[src/rtl/tm1638_pkg.sv]
// Shared types and constants for the TM1638 responder.
// Optional build macro used by the top: TM1638_KEY_SNAPSHOT_EN.
package tm1638_pkg;

    typedef enum logic [2:0] {
        S_IDLE,
        S_CMD,
        S_WR_DATA,
        S_RD_DATA,
        S_IGNORE
    } state_t;

    // Command class, taken from bits [7:6] of the first byte after strobe falls.
    localparam logic [1:0] CMD_DATA = 2'b01;
    localparam logic [1:0] CMD_CTRL = 2'b10;
    localparam logic [1:0] CMD_ADDR = 2'b11;

    // Bit positions inside the command byte.
    localparam int BIT_READ    = 1;
    localparam int BIT_FIXED   = 2;
    localparam int BIT_DISP_ON = 3;

    function automatic logic [1:0] cmd_class(input logic [7:0] cmd);
        return cmd[7:6];
    endfunction

endpackage

[src/rtl/tm1638_bus_sync.sv]
// Synchronizes the STB/CLK/DIO pins into clk and produces single-cycle
// edge strobes on the synchronized sck and cs. Flops reset to 1 so that
// an idle bus (sck and cs high) produces no edge when reset releases.
module tm1638_bus_sync #(
    parameter int SYNC_STAGES = 2
) (
    input  logic clk,
    input  logic reset,
    input  logic sck,
    input  logic cs,
    input  logic dio_i,
    output logic cs_s,
    output logic dio_s,
    output logic sck_rise,
    output logic sck_fall,
    output logic cs_rise,
    output logic cs_fall
);

    logic [SYNC_STAGES-1:0] sck_sync_q;
    logic [SYNC_STAGES-1:0] cs_sync_q;
    logic [SYNC_STAGES-1:0] dio_sync_q;
    logic                   sck_prev_q;
    logic                   cs_prev_q;
    logic                   sck_s;

    // Synchronizer chains plus one delayed copy of sck/cs for edge detection.
    always_ff @(posedge clk or posedge reset) begin
        if (reset) begin
            sck_sync_q <= '1;
            cs_sync_q  <= '1;
            dio_sync_q <= '1;
            sck_prev_q <= 1'b1;
            cs_prev_q  <= 1'b1;
        end else begin
            sck_sync_q <= {sck_sync_q[SYNC_STAGES-2:0], sck};
            cs_sync_q  <= {cs_sync_q[SYNC_STAGES-2:0], cs};
            dio_sync_q <= {dio_sync_q[SYNC_STAGES-2:0], dio_i};
            sck_prev_q <= sck_s;
            cs_prev_q  <= cs_s;
        end
    end

    assign sck_s    = sck_sync_q[SYNC_STAGES-1];
    assign cs_s     = cs_sync_q[SYNC_STAGES-1];
    assign dio_s    = dio_sync_q[SYNC_STAGES-1];
    assign sck_rise = sck_s & ~sck_prev_q;
    assign sck_fall = ~sck_s & sck_prev_q;
    assign cs_rise  = cs_s & ~cs_prev_q;
    assign cs_fall  = ~cs_s & cs_prev_q;

endmodule

[src/rtl/tm1638_responder.sv]
// Peripheral-side TM1638 model on the 3-wire STB/CLK/DIO bus (LSB first).
// Build macro TM1638_KEY_SNAPSHOT_EN: when defined, key_data is latched in
// full when a read command is accepted; otherwise each key byte is sampled
// live at the falling edge that drives its bit 0.
//
//   state     | meaning
//   ----------+-----------------------------------------------------------
//   S_IDLE    | strobe high, waiting for cs to fall
//   S_CMD     | shifting in the command byte
//   S_WR_DATA | each complete byte is written to display RAM
//   S_RD_DATA | driving key-scan bits on sck falling edges
//   S_IGNORE  | discarding bits until cs rises
module tm1638_responder
    import tm1638_pkg::*;
#(
    parameter int SYNC_STAGES = 2,
    parameter int RAM_BYTES   = 16,
    parameter int KEY_BYTES   = 4
) (
    input  logic                          clk,
    input  logic                          reset,
    input  logic                          sck,
    input  logic                          cs,
    input  logic                          dio_i,
    output logic                          dio_o,
    output logic                          dio_e,
    output logic [RAM_BYTES-1:0][7:0]     display_ram,
    output logic                          display_on,
    output logic [2:0]                    brightness,
    input  logic [KEY_BYTES-1:0][7:0]     key_data,
    output logic                          ram_wr,
    output logic [$clog2(RAM_BYTES)-1:0]  ram_wr_addr,
    output logic                          key_rd
);

    localparam int AW    = $clog2(RAM_BYTES);
    localparam int KBITS = KEY_BYTES * 8;
    localparam int KW    = $clog2(KBITS);
    localparam logic [KW-1:0] LAST_BIT = KW'(KBITS - 1);

    logic cs_s, dio_s, sck_rise, sck_fall, cs_rise, cs_fall;

    tm1638_bus_sync #(
        .SYNC_STAGES (SYNC_STAGES)
    ) u_sync (
        .clk      (clk),
        .reset    (reset),
        .sck      (sck),
        .cs       (cs),
        .dio_i    (dio_i),
        .cs_s     (cs_s),
        .dio_s    (dio_s),
        .sck_rise (sck_rise),
        .sck_fall (sck_fall),
        .cs_rise  (cs_rise),
        .cs_fall  (cs_fall)
    );

    state_t                     state_q, state_d;
    logic [2:0]                 bit_cnt_q, bit_cnt_d;
    logic [7:0]                 shift_q, shift_d;
    logic [AW-1:0]              addr_q, addr_d;
    logic                       fixed_q, fixed_d;
    logic                       on_q, on_d;
    logic [2:0]                 bright_q, bright_d;
    logic                       dio_o_q, dio_o_d;
    logic                       dio_e_q, dio_e_d;
    logic [KW-1:0]              rd_cnt_q, rd_cnt_d;
    logic                       ram_wr_q, ram_wr_d;
    logic [AW-1:0]              ram_wr_addr_q, ram_wr_addr_d;
    logic                       key_rd_q, key_rd_d;
    logic [RAM_BYTES-1:0][7:0]  display_ram_q;
    logic [7:0]                 wr_data;
    logic [7:0]                 byte_in;
`ifdef TM1638_KEY_SNAPSHOT_EN
    logic [KBITS-1:0]           snap_q, snap_d;
`else
    logic [7:0]                 key_byte_q, key_byte_d;
`endif

    // LSB first: new bit enters at the top, so after 8 shifts bit 0 is the first bit.
    assign byte_in = {dio_s, shift_q[7:1]};

    // Next-state and output decode; cs edges take priority over any sck edge.
    always_comb begin
        state_d       = state_q;
        bit_cnt_d     = bit_cnt_q;
        shift_d       = shift_q;
        addr_d        = addr_q;
        fixed_d       = fixed_q;
        on_d          = on_q;
        bright_d      = bright_q;
        dio_o_d       = dio_o_q;
        dio_e_d       = dio_e_q;
        rd_cnt_d      = rd_cnt_q;
        ram_wr_d      = 1'b0;
        ram_wr_addr_d = ram_wr_addr_q;
        key_rd_d      = 1'b0;
        wr_data       = 8'h00;
`ifdef TM1638_KEY_SNAPSHOT_EN
        snap_d        = snap_q;
`else
        key_byte_d    = key_byte_q;
`endif

        if (cs_rise) begin
            state_d   = S_IDLE;
            bit_cnt_d = 3'd0;
            dio_e_d   = 1'b0;
            dio_o_d   = 1'b1;
        end else if (cs_fall) begin
            state_d   = S_CMD;
            bit_cnt_d = 3'd0;
        end else if (!cs_s) begin
            if (sck_rise && (state_q == S_CMD || state_q == S_WR_DATA)) begin
                shift_d   = byte_in;
                bit_cnt_d = bit_cnt_q + 3'd1;
                if (bit_cnt_q == 3'd7) begin
                    if (state_q == S_CMD) begin
                        case (cmd_class(byte_in))
                            CMD_DATA: begin
                                fixed_d = byte_in[BIT_FIXED];
                                if (byte_in[BIT_READ]) begin
                                    state_d  = S_RD_DATA;
                                    key_rd_d = 1'b1;
                                    rd_cnt_d = '0;
`ifdef TM1638_KEY_SNAPSHOT_EN
                                    snap_d   = key_data;
`endif
                                end else begin
                                    state_d = S_IGNORE;
                                end
                            end
                            CMD_ADDR: begin
                                addr_d  = AW'(byte_in[3:0]);
                                state_d = S_WR_DATA;
                            end
                            CMD_CTRL: begin
                                on_d     = byte_in[BIT_DISP_ON];
                                bright_d = byte_in[2:0];
                                state_d  = S_IGNORE;
                            end
                            default: state_d = S_IGNORE;
                        endcase
                    end else begin
                        ram_wr_d      = 1'b1;
                        ram_wr_addr_d = addr_q;
                        wr_data       = byte_in;
                        if (!fixed_q) begin
                            addr_d = addr_q + AW'(1);
                        end
                    end
                end
            end

            if (state_q == S_RD_DATA) begin
                if (sck_fall) begin
                    dio_e_d = 1'b1;
`ifdef TM1638_KEY_SNAPSHOT_EN
                    dio_o_d = snap_q[rd_cnt_q];
`else
                    if (rd_cnt_q[2:0] == 3'd0) begin
                        key_byte_d = key_data[rd_cnt_q[KW-1:3]];
                        dio_o_d    = key_data[rd_cnt_q[KW-1:3]][0];
                    end else begin
                        dio_o_d    = key_byte_q[rd_cnt_q[2:0]];
                    end
`endif
                end else if (sck_rise && dio_e_q) begin
                    // The controller has just sampled bit rd_cnt_q.
                    if (rd_cnt_q == LAST_BIT) begin
                        dio_e_d = 1'b0;
                        dio_o_d = 1'b1;
                        state_d = S_IGNORE;
                    end else begin
                        rd_cnt_d = rd_cnt_q + KW'(1);
                    end
                end
            end
        end
    end

    // State, mode/address, display RAM and output registers.
    always_ff @(posedge clk or posedge reset) begin
        if (reset) begin
            state_q       <= S_IDLE;
            bit_cnt_q     <= 3'd0;
            shift_q       <= 8'h00;
            addr_q        <= '0;
            fixed_q       <= 1'b0;
            on_q          <= 1'b0;
            bright_q      <= 3'd0;
            dio_o_q       <= 1'b1;
            dio_e_q       <= 1'b0;
            rd_cnt_q      <= '0;
            ram_wr_q      <= 1'b0;
            ram_wr_addr_q <= '0;
            key_rd_q      <= 1'b0;
            display_ram_q <= '0;
`ifdef TM1638_KEY_SNAPSHOT_EN
            snap_q        <= '0;
`else
            key_byte_q    <= 8'h00;
`endif
        end else begin
            state_q       <= state_d;
            bit_cnt_q     <= bit_cnt_d;
            shift_q       <= shift_d;
            addr_q        <= addr_d;
            fixed_q       <= fixed_d;
            on_q          <= on_d;
            bright_q      <= bright_d;
            dio_o_q       <= dio_o_d;
            dio_e_q       <= dio_e_d;
            rd_cnt_q      <= rd_cnt_d;
            ram_wr_q      <= ram_wr_d;
            ram_wr_addr_q <= ram_wr_addr_d;
            key_rd_q      <= key_rd_d;
            if (ram_wr_d) begin
                display_ram_q[ram_wr_addr_d] <= wr_data;
            end
`ifdef TM1638_KEY_SNAPSHOT_EN
            snap_q        <= snap_d;
`else
            key_byte_q    <= key_byte_d;
`endif
        end
    end

    assign dio_o       = dio_o_q;
    assign dio_e       = dio_e_q;
    assign display_ram = display_ram_q;
    assign display_on  = on_q;
    assign brightness  = bright_q;
    assign ram_wr      = ram_wr_q;
    assign ram_wr_addr = ram_wr_addr_q;
    assign key_rd      = key_rd_q;

endmodule
[config.mk]
export PLATFORM = sky130hd
export DESIGN_NAME = tm1638_responder
export DESIGN_NICKNAME = d
export VERILOG_FILES = /design/src/rtl/tm1638_pkg.sv /design/src/rtl/tm1638_bus_sync.sv /design/src/rtl/tm1638_responder.sv
export SDC_FILE = /design/constraint.sdc
export NUM_CORES = 1
export LEC_CHECK = 0
export BUFFER_PORTS_ARGS = -buffer_cell sky130_fd_sc_hd__buf_2
export CORE_ASPECT_RATIO = 0.75
export CORE_MARGIN = 5
export CORE_UTILIZATION = 49
export CTS_BUF_LIST = sky130_fd_sc_hd__clkbuf_16
export DETAILED_ROUTE_END_ITERATION = 8
export GPL_ROUTABILITY_DRIVEN = 1
export PLACE_DENSITY = 0.8
export RECOVER_POWER = 50
export SKIP_LAST_GASP = 1
export SYNTH_ARGS = -nofsm -noshare
export SYNTH_HDL_FRONTEND = slang
export SYNTH_SLANG_ARGS = --single-unit
export TNS_END_PERCENT = 10
[constraint.sdc]
create_clock -name clk -period 5.29 [get_ports clk]
set_input_delay 0.2645 -clock clk [delete_from_list [all_inputs] [get_ports clk]]
set_output_delay 0.2645 -clock clk [all_outputs]
set_load 0.05 [all_outputs]
==> results.ini, run 1 <==
[run_status]
status=finished, violations left
violations=max-capacitance violations, max-slew violations

[worst_setup_path]
cp_slowest_cell=clkinvlp_2
path_delay_family=buffers and inverters
cp-start-kind=primary input
crit_fanout=68
critPathBufInv=4
max_stage_delay_ns=1.65
worstPathCellList=dlygate4sd3_1, buf_2, clkinvlp_2, clkbuf_2
required_ns=5.61
crit_arrival_ns=3.83
end_kind=asynchronous set/reset pin
critPathKind=primary input to asynchronous set/reset pin

[detailed_routing]
dr.pass1.iters=5
drc_errors=0
wl_um=20600
postRouteAntennaNets=0
wl_per_cell_um=19.8
via_count=6071
drt_iter0_drc=484
via_per_inst=5.84

[clocking]
cts_setup_buffers=0
htree_num_levels=4
clk_pin_slew_worst_paths_ns=0.06
cts.sinks=179
cts_hold_buf=4
cts_max_path_buffers=2
cts_tree=yes
cts_root_buf=clkbuf_16
ctsResizeCount=0
clk_latency_ns=0.43
cts_made_buffers=17

[synth]
synth_cells=665
synth_ff_type=dfrtp_1
yosysSeqAreaShare_pct=58.7
synth_top_cell_by_area=dfrtp_1
ys_types=61
yosys-top-cells-area=dfrtp_1 (56%), o21ai_0 (7.5%), o21ai_1 (7.3%)
async_flop_share_pct=100
avgSynthCellArea_um2=11.5
syn-num-nets=712
yosysWarningCount=0
syn_area_mm2=0.00765
ys_ff_latch=179
synth-edff-count=0
yosysTopAreaCellShare_pct=55.6

[cells_and_area]
diodes=0
final_cell_mix=dfrtp_1 (170), clkbuf_1 (140), o21ai_0 (114)
drive_gt1_share_pct=15.7
layout_commonest_cell=dfrtp_1
layout.nets=869
fill_cells=1300
area_growth_syn_to_layout_pct=18.3
fin_area_mm2=0.00904

[pwr]
p_leak_nw=3.93
ir_worst_vdd_mv=0.214
power_density_mw_per_mm2=309

[sta]
worst_slew_pin_slew_ns=2.92
fin_crit_sh_pct=66.3
min_period_ns=3.51
slew_headroom_pct=-95.8
final-hold-violation-count=0
maxSlewViolCount=69
finClkSkew_ns=0.00714
max_freq_mhz=285
setup_violations=0
rsz0062_at_grt=false
finalSetupTns_ns=0
whs_ns=0.284

[die]
coreArea_mm2=0.0153
pin_count=177
die_area_mm2=0.0182
dieWidth_um=154
dieHeight_um=118
row_count=39
initial_utilization_pct=50.1

[placed_design]
gp_congestion=0.857
port_buffers=176
dp_hpwl_um=13800
placed_cell_area_mm2=0.00861

[global_routing]
grt_max_degree=69
grt_pass1_vias=6177
grt-ovfl-total=0
antenna_found_initial=0
grt_pass1_wl_um=34300
grt_usage_pct=23.2

[min_path]
min_path_type=primary input to register

[job]
cap_violations=1

Yosys cell counts (all sizes together) (4+ instances only):
cell type	n
nand3	12
buf	20
clkbuf	25
ha	10
nand4	10
inv	11
and2	9
o21ai	226
a21oi	8
dfstp	9
mux4	10
nor2b	6
mux2	41
nand2b	5
nor2	6
dfrtp	170
and3	4
nor3b	4
or2	7
nand2	29
o31ai	4
state kept, by name, summed over array words and instances, names as in the netlist, 2 cells and up:
name               count
u_sync.dio_sync_q      2
u_sync.sck_sync_q      2
shift_q                7
key_byte_q             8
rd_cnt_q               5
brightness             3
addr_q                 4
bit_cnt_q              3
ram_wr_addr            4
state_q                3
display_ram          128
u_sync.cs_sync_q       2
report_power, final:
group	internal, mW	total (mW)	switching (mW)
logic	0.0478	0.126	0.0780
registers	1.39	1.42	0.0230
clock network	0.700	1.25	0.551
final cells by class:
type                            count  area [µm²]  area share (%)
Sequential cell                   179        4490            49.6
Multi-Input combinational cell    430        2910            32.2
Timing Repair Buffer              183         766            8.47
Clock buffer                       17         425            4.70
Tap cell                          205         256            2.84
Clock inverter                     14         154            1.70
Inverter                           11        42.5           0.470
worst paths after layout:
path / depth (start not counted) / startpoint / to / slack [ns]
max: 4 / reset / display_ram[21] / 1.78
min: 3 / key_data[18] / key_byte_q[2] / 0.28
max reg2reg: 6 / u_sync.cs_sync_q[1] / display_ram[19] / 1.92
min reg2reg: 0 / u_sync.dio_sync_q[0] / u_sync.dio_sync_q[1] / 0.36
max in group clk: 6 / u_sync.cs_sync_q[1] / display_ram[19] / 1.92
min in group asynchronous: 3 / reset / display_ram[68] / 1.23
worst reg2reg max path, stage by stage (launching register included):
cell,delay [ns]
dfstp_1,0.63
inv_1,0.11
ha_1,0.27
nor2_1,0.55
nand4_1,1.02
o21ai_0,0.53
o21ai_1,0.12
routing by layer:
metal	share of wire (%)	GRT usage, %	up-vias
li1	-	-	2716
met1	44	33.8	3067
met2	46	34.7	268
met3	8.3	6.58	20
met4	1.1	5.63	0
met5	0	0	-
cells by family after synthesis:
family / Yosys count / share of synthesized area [%]
compound gates: 251 / 17.2
xor+xnor: 2 / 0.229
fa+ha+maj: 10 / 1.64
buf+inv: 56 / 3.22
flops: 179 / 58.7
mux: 54 / 9.38
simple gates: 113 / 9.64
metrics by stage:
| step | std cells | worst slack (ns) | util (%) | power, mW |
|---|---|---|---|---|
| 2_1_floorplan | 665 | 0.182 | - | 1.53 |
| 3_3_place_gp | 1004 | 2.21 | 56.4 | 1.56 |
| 3_5_place_dp | 1004 | 2.07 | 56.4 | 1.57 |
| 4_1_cts | 1039 | 1.98 | 60.4 | 2.80 |
| 5_1_grt | 1039 | 0.996 | 59.2 | 2.88 |
| 6_report | 1039 | 1.78 | 59.2 | 2.79 |
Power figures use the tool's default switching activity.
==> inputs of run 2 (changes only) <==
--- a/config.mk
+++ b/config.mk
@@ -8,11 +8,11 @@
 export BUFFER_PORTS_ARGS = -buffer_cell sky130_fd_sc_hd__buf_2
 export CORE_ASPECT_RATIO = 0.75
 export CORE_MARGIN = 5
-export CORE_UTILIZATION = 49
+export CORE_UTILIZATION = 54
 export CTS_BUF_LIST = sky130_fd_sc_hd__clkbuf_16
 export DETAILED_ROUTE_END_ITERATION = 8
 export GPL_ROUTABILITY_DRIVEN = 1
-export PLACE_DENSITY = 0.8
+export PLACE_DENSITY = 0.83
 export RECOVER_POWER = 50
 export SKIP_LAST_GASP = 1
 export SYNTH_ARGS = -nofsm -noshare
==> constraint.sdc (replaced) <==
create_clock -name clk -period 3.6 [get_ports clk]
set_input_delay 0.18 -clock clk [delete_from_list [all_inputs] [get_ports clk]]
set_output_delay 0.18 -clock clk [all_outputs]
set_load 0.05 [all_outputs]
==> results.ini, run 2 (synthesized netlist as in run 1, its figures left out) <==
[die]
initial_utilization_pct=55.4  ; +5.4 points
die_area_mm2=0.0167  ; -8.6%
dieHeight_um=113  ; -4.3%
coreArea_mm2=0.0138  ; -9.7%
row_count=37  ; -5.1%
dieWidth_um=147  ; -4.4%
pin_count=177  ; unchanged

[cells_and_area]
layout_commonest_cell=dfrtp_1
seqCellArea_mm2=0.00449  ; unchanged
multi_input_area_mm2=0.00291  ; unchanged
final_cell_mix=dfrtp_1 (170), o21ai_0 (114), buf_2 (113)
largest_reg_flops=128  ; unchanged
final_core_util_pct=66.3  ; +7.1 points
diodes=0  ; unchanged
drive_gt1_share_pct=25.7  ; +10 points
stdcell_count=1014  ; -2.4%
layout.nets=873  ; +0.46%
fill_cells=1095  ; -16%
area_growth_syn_to_layout_pct=19.6
fin_area_mm2=0.00915  ; +1.1%

[worst_setup_path]
ff2ff_setup_slack_ns=0.53  ; -1.39 ns
cp-start-kind=register
critPathBufInv=2  ; -2
path_delay_family=simple AND/OR/NAND/NOR gates
end_kind=register
max_stage_delay_ns=0.65  ; -1.00 ns
cp_slowest_cell=dfstp_1
critPathKind=register to register
required_ns=3.92  ; -1.69 ns
crit_arrival_ns=3.39  ; -0.44 ns
crit_fanout=21  ; -69%
worstPathCellList=inv_1, ha_1, nor2_1, buf_4, and3_1, nand2_1, o21ai_1

[global_routing]
grt_pass1_vias=5860  ; -5.1%
grt-ovfl-total=0  ; unchanged
grt_pass1_wl_um=31400  ; -8.5%
grt_max_degree=180  ; +160%
grt_usage_pct=23.7  ; +0.54 points
antenna_found_initial=0  ; unchanged

[sta]
rsz0062_at_grt=false
maxSlewViolCount=180  ; +160%
finalSetupTns_ns=0  ; unchanged
setup_violations=0  ; unchanged
slew_headroom_pct=-59.8  ; +36 points
final-hold-violation-count=0  ; unchanged
whs_ns=0.205  ; -0.0793 ns
max_freq_mhz=325
finClkSkew_ns=0.0199  ; +0.0128 ns
min_period_ns=3.07
fin_crit_sh_pct=85.3
worst_slew_pin_slew_ns=2.40  ; -0.523 ns

[detailed_routing]
wl_per_cell_um=19.1  ; -3.5%
postRouteAntennaNets=0  ; unchanged
via_count=6024  ; -0.77%
drt_iter0_drc=618  ; +28%
drc_errors=0  ; unchanged
dr.pass1.iters=6  ; +1
wl_um=19400  ; -5.8%
via_per_inst=5.94  ; +1.7%

[placed_design]
place_inst=979  ; -2.5%
gp_congestion=0.835  ; -2.6%
dp_hpwl_um=13000  ; -5.8%
port_buffers=176  ; unchanged
placed_cell_area_mm2=0.00862  ; +0.13%

[clocking]
cts_setup_buffers=0  ; unchanged
cts_tree=yes
cts_hold_buf=3  ; -1
htree_num_levels=4  ; unchanged
cts_root_buf=clkbuf_16
cts.sinks=179  ; unchanged
clk_pin_slew_worst_paths_ns=0.07  ; about the same
cts_made_buffers=17  ; unchanged
clk_latency_ns=0.43  ; about the same
cts_max_path_buffers=2  ; unchanged
ctsResizeCount=0  ; unchanged

[pwr]
p_leak_nw=4.29  ; +9.2%
power_density_mw_per_mm2=449  ; +45%
ir_worst_vdd_mv=0.320  ; +49%

[run_status]
violations=max-capacitance violations, max-slew violations
status=finished, violations left

[min_path]
min_path_type=primary input to register

[job]
cap_violations=1  ; unchanged

[run 2: power breakdown]
group          internal, mW  total, mW  switching, mW  leakage (nW)
Clock                 0.987       1.84          0.858         0.284
Combinational        0.0706      0.183          0.112          1.57
Sequential             2.05       2.08         0.0334          2.44
[run 2: cell type report]
class / count / share of cell area (%)
clock buffers: 17 / 4.65
repair buffers: 187 / 9.75
clock inverters: 15 / 1.82
inverters: 11 / 0.492
flip-flops and latches: 179 / 49.1
multi-input cells: 430 / 31.8
well taps: 175 / 2.39
[run 2: worst paths after layout]
check | start | end | depth (start not counted)
max | u_sync.cs_sync_q[1] | display_ram[39] | 7
min | key_data[1] | key_byte_q[1] | 3
max reg2reg | u_sync.cs_sync_q[1] | display_ram[39] | 7
min reg2reg | u_sync.dio_sync_q[0] | u_sync.dio_sync_q[1] | 0
max in group asynchronous | reset | display_ram[51] | 3
min in group asynchronous | reset | key_byte_q[0] | 3
[run 2: per-stage QoR]
step / power, mW / setup WS (ns)
3_3_place_gp: 2.30 / 0.748
2_1_floorplan: 2.24 / 1.13
5_1_grt: 4.25 / 0.257
3_5_place_dp: 2.30 / 0.569
4_1_cts: 4.12 / 0.624
6_report: 4.11 / 0.528
[run 2: worst register-to-register path, stage by stage, from the launching register on]
cell	delay, ns
dfstp_1	0.65
inv_1	0.12
ha_1	0.27
nor2_1	0.12
buf_4	0.19
and3_1	0.63
nand2_1	0.66
o21ai_1	0.33
[run 2: per-layer routing]
metal,wire length [µm],share of wire [%],global-route usage [%],vias up
met5,0,0,0,-
met4,306,1.6,7.20,0
met3,1350,6.9,5.40,33
met2,9140,47,35.3,225
met1,8600,44,35.3,3032
li1,-,-,-,2734
